`config.mk`:
```
export PLATFORM = sky130hd
export DESIGN_NAME = button_event_arbiter
export DESIGN_NICKNAME = d
export VERILOG_FILES = /design/src/rtl/button_event_arbiter.sv
export SDC_FILE = /design/constraint.sdc
export NUM_CORES = 1
export LEC_CHECK = 0
export ABC_AREA = 1
export BUFFER_PORTS_ARGS = -buffer_cell sky130_fd_sc_hd__buf_2
export CORE_MARGIN = 2
export CORE_UTILIZATION = 54
export CTS_BUF_LIST = sky130_fd_sc_hd__clkbuf_8
export DETAILED_ROUTE_END_ITERATION = 16
export GPL_ROUTABILITY_DRIVEN = 1
export PLACE_DENSITY = 0.73
export SKIP_LAST_GASP = 1
export SLEW_MARGIN = 20
export SYNTH_ARGS = -nofsm -noshare
export SYNTH_HDL_FRONTEND = slang
export SYNTH_SLANG_ARGS = --single-unit
```
`constraint.sdc`:
```
create_clock -name clk_1024 -period 5.3 [get_ports clk_1024]
set_input_delay 1.06 -clock clk_1024 [delete_from_list [all_inputs] [get_ports clk_1024]]
set_output_delay 1.06 -clock clk_1024 [all_outputs]
set_load 0.02 [all_outputs]
```
`src/rtl/button_event_arbiter.sv`:
```
// rtl/button_event_arbiter.sv - push-button edge/long-press event queue with round-robin output arbiter
module button_event_arbiter #(
  parameter int          N_BTN      = 4,
  parameter logic [15:0] LONG_TICKS = 16'd2048
) (
  input  logic             clk_1024,
  input  logic             reset_n,
  input  logic             debounce_cfg,
  input  logic [N_BTN-1:0] btn_flag,
  output logic [N_BTN-1:0] debounce_en,
  output logic             evt_valid,
  input  logic             evt_ready,
  output logic [7:0]       evt_code,
  output logic [N_BTN-1:0] pending,
  output logic             overflow,
  input  logic             clr_overflow
);

  localparam int PW = (N_BTN > 1) ? $clog2(N_BTN) : 1;

  typedef enum logic {IDLE, OFFER} state_t;

  state_t           state, state_nxt;
  logic [PW-1:0]    ptr, ptr_nxt;
  logic             valid_nxt;
  logic [7:0]       code_nxt;
  logic             deb_q;
  logic [1:0]       win_cnt;
  logic             in_win;
  logic [N_BTN-1:0] flag_q, flag_qq;
  logic [15:0]      hold_cnt [N_BTN];
  logic [N_BTN-1:0] press_pend, long_pend, rel_pend;
  logic [N_BTN-1:0] press_clr, long_clr, rel_clr;
  logic [N_BTN-1:0] rise, fall, long_set;
  logic             drop;
  logic [15:0]      pend_ext, press_ext, long_ext;
  logic [4:0]       idx, nxt;
  logic [3:0]       sel;
  logic             found;
  logic [1:0]       kind;

  assign in_win      = (win_cnt != 2'd0);
  assign debounce_en = {N_BTN{deb_q}};
  assign pending     = press_pend | long_pend | rel_pend;

  // Event detection is suppressed for the whole resync window.
  always_comb begin
    rise     = flag_q & ~flag_qq & {N_BTN{~in_win}};
    fall     = ~flag_q & flag_qq & {N_BTN{~in_win}};
    long_set = '0;
    for (int i = 0; i < N_BTN; i++) begin
      long_set[i] = ~in_win & flag_q[i] & (hold_cnt[i] == LONG_TICKS - 16'd2);
    end
    drop = (|(rise & press_pend & ~press_clr)) |
           (|(long_set & long_pend & ~long_clr)) |
           (|(fall & rel_pend & ~rel_clr));
  end

  always_ff @(posedge clk_1024 or negedge reset_n) begin
    if (!reset_n) begin
      deb_q      <= 1'b0;
      win_cnt    <= 2'd0;
      flag_q     <= '0;
      flag_qq    <= '0;
      press_pend <= '0;
      long_pend  <= '0;
      rel_pend   <= '0;
      overflow   <= 1'b0;
      for (int i = 0; i < N_BTN; i++) hold_cnt[i] <= 16'd0;
    end else begin
      deb_q <= debounce_cfg;
      if (debounce_cfg != deb_q)
        win_cnt <= 2'd2;
      else if (in_win)
        win_cnt <= win_cnt - 2'd1;
      flag_q  <= btn_flag;
      // Inside the window flag_qq tracks the incoming flag so no edge survives it.
      flag_qq <= in_win ? btn_flag : flag_q;
      for (int i = 0; i < N_BTN; i++) begin
        if (in_win || !flag_q[i])
          hold_cnt[i] <= 16'd0;
        else if (hold_cnt[i] != LONG_TICKS)
          hold_cnt[i] <= hold_cnt[i] + 16'd1;
      end
      press_pend <= rise | (press_pend & ~press_clr);
      long_pend  <= long_set | (long_pend & ~long_clr);
      rel_pend   <= fall | (rel_pend & ~rel_clr);
      if (drop)
        overflow <= 1'b1;
      else if (clr_overflow)
        overflow <= 1'b0;
    end
  end

  always_ff @(posedge clk_1024 or negedge reset_n) begin
    if (!reset_n) begin
      state     <= IDLE;
      ptr       <= '0;
      evt_valid <= 1'b0;
      evt_code  <= 8'h00;
    end else begin
      state     <= state_nxt;
      ptr       <= ptr_nxt;
      evt_valid <= valid_nxt;
      evt_code  <= code_nxt;
    end
  end

  always_comb begin
    state_nxt = state;
    ptr_nxt   = ptr;
    valid_nxt = evt_valid;
    code_nxt  = evt_code;
    press_clr = '0;
    long_clr  = '0;
    rel_clr   = '0;
    pend_ext  = 16'(pending);
    press_ext = 16'(press_pend);
    long_ext  = 16'(long_pend);
    idx       = 5'd0;
    nxt       = 5'd0;
    sel       = 4'd0;
    found     = 1'b0;
    kind      = 2'b00;
    case (state)
      IDLE: begin
        valid_nxt = 1'b0;
        for (int off = 0; off < N_BTN; off++) begin
          idx = 5'(ptr) + 5'(off);
          if (idx >= 5'(N_BTN)) idx = idx - 5'(N_BTN);
          if (!found && pend_ext[idx[3:0]]) begin
            found = 1'b1;
            sel   = idx[3:0];
          end
        end
        if (found) begin
          if (press_ext[sel])     kind = 2'b01;
          else if (long_ext[sel]) kind = 2'b10;
          else                    kind = 2'b11;
          for (int j = 0; j < N_BTN; j++) begin
            press_clr[j] = (sel == 4'(j)) && (kind == 2'b01);
            long_clr[j]  = (sel == 4'(j)) && (kind == 2'b10);
            rel_clr[j]   = (sel == 4'(j)) && (kind == 2'b11);
          end
          code_nxt  = {kind, 2'b00, sel};
          valid_nxt = 1'b1;
          state_nxt = OFFER;
        end
      end
      OFFER: begin
        if (evt_ready) begin
          nxt = {1'b0, evt_code[3:0]} + 5'd1;
          if (nxt >= 5'(N_BTN)) nxt = 5'd0;
          ptr_nxt   = nxt[PW-1:0];
          valid_nxt = 1'b0;
          state_nxt = IDLE;
        end
      end
      default: state_nxt = IDLE;
    endcase
  end

endmodule

```
==> summary.txt <==
post-CTS sizing -> 0
DR vias/cell -> 5.30
Post-synth top flop -> dfrtp_1
post-synth top area cell -> dfrtp_1
RSZ-0062 raised after global routing -> false
Overall Global Routing Usage -> 20.8%
mux share of post-synthesis cell area -> 0%
global-route wire length before repair -> 18.5 mm
vias post-DR -> 4501
setup bufs post-CTS -> 0
top-count cell post-synth -> nand2_1
Initial Util -> 55.6%
Worst-Margin Slew -> 712 ps
Largest stage delay, worst path -> 480 ps
H-Tree Depth -> 3
Worst EP arrival -> 3190 ps
area grow syn2layout -> 7.66%
most used cell, CP -> nand2_1
final WL -> 10.8 mm
Post-CTS Hold Buffers -> 0
R2R depth -> 17
CP Capture Type -> flop
Synth area leaders -> dfrtp_1 45%, nand2_1 8.2%, inv_1 7.0%
Netlist cell types -> 41
Cell Area, Synth -> 5410 um2
Post-DRT Antenna Nets -> 0
PwrDens -> 455 nW/um2
clock period minus final worst setup slack -> 2910 ps
Max Clock Freq -> 0.344 GHz
Sink Count -> 97
Post-Synth XOR/XNOR Area -> 1.30%
Hold Path End -> evt_code[7]
clk buf depth -> 2
Hold Crit Depth -> 2
Die H -> 104 um
Hold Path Class -> flop to flop
largest net degree at the start of global routing -> 58
layout cells sized above 1 -> 9.07%
Final Max Tran Viols -> 0
clk_lat worst skew -> 380 ps
Adder-Cell Fraction of Synth Area -> 4.40%
DP HPWL -> 8.10 mm
number of placed cells counting well taps -> 834
initial antenna violation count -> 0
Final Non-Filler Cells -> 850
layout filler cell count -> 898
CTS Buf Count -> 9
GPL Wtd Cong -> 0.869
Clock Skews -> 12.2 ps
drt drc -> 0
post-synth top area share -> 44.9%
Synth Area in Simple Gates -> 29.6%
drt initial violations -> 236
grt ovf -> 0
required time of the critical path -> 5580 ps
crit path launch type -> flop
run status -> complete, no violations
synthesized area per cell -> 7.83 um2
reg2reg start -> ptr[1]
Die X-Extent -> 104 um
CTS tree -> yes
First-pass DRT Iterations -> 5
average routed wire per standard cell -> 12.7 um
sequential element share of the synthesized area -> 44.9%
Static Leakage -> 2.71 nW
compound-cell area share of the yosys netlist -> 10.8%
maximum VDD drop -> 0.253 mV
R2R Setup Slk -> 2390 ps
largest family of logic cells by synthesized area -> simple AND/OR/NAND/NOR gates
clk slew on worst S/H paths -> 100 ps
vias in the first global route -> 4079
fin crit share -> 54.9%
Die Area -> 10800 um2
Crit Path Class -> flop to flop
nets@finish -> 740
worst r2r dst -> overflow
antenna diode count -> 0
Max Cap Viol -> 0
Commonest cells post-synth -> 118 x nand2_1, 101 x inv_1, 97 x dfrtp_1
synthesized flop and latch total -> 97
# setup viols final -> 0
Core Region -> 9730 um2
Ports -> 27
Post-synth ARST share -> 100%
crit path cell chain -> inv_1 > ha_1 > inv_1 > nand3_1 > nand2_1 > nor2_4 > nand3_2 > nand2_1 > nand2_1 > nand3_1 > nand2_2 > nor2_4 > nand3_1 > nand3_1 > nand2_1 > nor2_1 > nand2_1
Root Driver -> clkbuf_8
final setup margin -> 2390 ps
port bufs -> 24
post-route setup TNS -> 0 ps
cells after synthesis -> 690
Max Fanout on Critical Path -> 11
Ys Warns -> 0
Max stage delay cell, worst path -> dfrtp_1
post-place setup slack -> 2380 ps
min-delay src -> evt_code[7]
Max-slew headroom -> 52.5%
row count -> 36
EDFF count, synth -> 0
Hold Fails Final Rpt -> 0
==> placed cells by master, fill, tap and decap left out, drive strengths merged, types with 2 or more instances in the layout <==
cell,instances
nor3b,4
conb,2
nand3,66
a211oi,4
nor3,23
buf,25
dfrtp,97
o21a,4
nor4,19
a31oi,6
o21ai,49
xor2,7
inv,104
clkbuf,10
nand4,15
a21oi,39
nor2,78
ha,19
clkinv,2
nand2,124
clkinvlp,3
or2,3
nand3b,4
==> how the worst max path moves through the flow <==
stage,end,cells after the start,startpoint,slack [ps]
5_1_grt,overflow,17,ptr[1],2070
2_1_floorplan,overflow,18,ptr[1],2880
3_5_place_dp,overflow,17,ptr[1],2380
6_report,overflow,17,ptr[1],2390
3_3_place_gp,overflow,17,ptr[1],2460
4_1_cts,overflow,17,ptr[1],2370
==> routing by layer <==
layer	up-vias	share of wire (%)	track usage, %
li1	2313	-	-
met3	13	4.7	4.39
met4	0	1.2	5.98
met2	90	47	34.1
met1	2085	47	28.0
met5	-	0	0
==> stage by stage <==
| stage | hold slack, ps | utilization [%] | power [mW] | area, um2 |
|---|---|---|---|---|
| after floorplan | 434 | - | 1.91 | 5410 |
| after global placement | 461 | 57.7 | 2.14 | 5620 |
| after detailed placement | 465 | 57.7 | 2.16 | 5620 |
| after CTS | 484 | 59.8 | 2.66 | 5820 |
| after global routing | 500 | 59.8 | 2.87 | 5820 |
| final | 485 | 59.8 | 2.65 | 5820 |
==> kinds of logic (layout without fill, tap and decap cells) <==
family	Yosys count	after routing
adder cells (fa/ha/maj)	19	19
buffers and inverters	119	145
AO/OA/AOI/OAI	107	107
other	1	2
flip-flops	97	97
XOR/XNOR	8	8
AND/OR/NAND/NOR	339	339
==> final cells by class <==
class	instances	area (um2)	area share [%]
flip-flops and latches	97	2430	41.7
inverters	104	390	6.71
clock buffers	10	138	2.37
multi-input cells	475	2500	43.0
well taps	133	166	2.86
clock inverters	6	66.3	1.14
repair buffers	25	130	2.24
==> state kept, by name, indices dropped and copies added, names as in the netlist <==
name,cells
press_pend,4
state,1
evt_valid,1
deb_q,1
rel_pend,4
win_cnt,2
evt_code,5
flag_q,4
overflow,1
hold_cnt,64
long_pend,4
flag_qq,4
ptr,2
==> critical path: cells and delay by family, from the launching register on <==
family        cells  cell delay (ps)
buf+inv           2              290
simple gates     14             1660
flops             1              480
fa+ha+maj         1              390
==> power breakdown <==
part | total (mW) | switching, mW | internal, mW | leakage, nW
clock | 0.498 | 0.266 | 0.232 | 0.0949
sequential | 0.917 | 0.0831 | 0.834 | 1.30
combinational | 1.24 | 0.860 | 0.375 | 1.32
total | 2.65 | 1.21 | 1.44 | 2.71
Note: power is estimated with default switching activity, not from simulation.
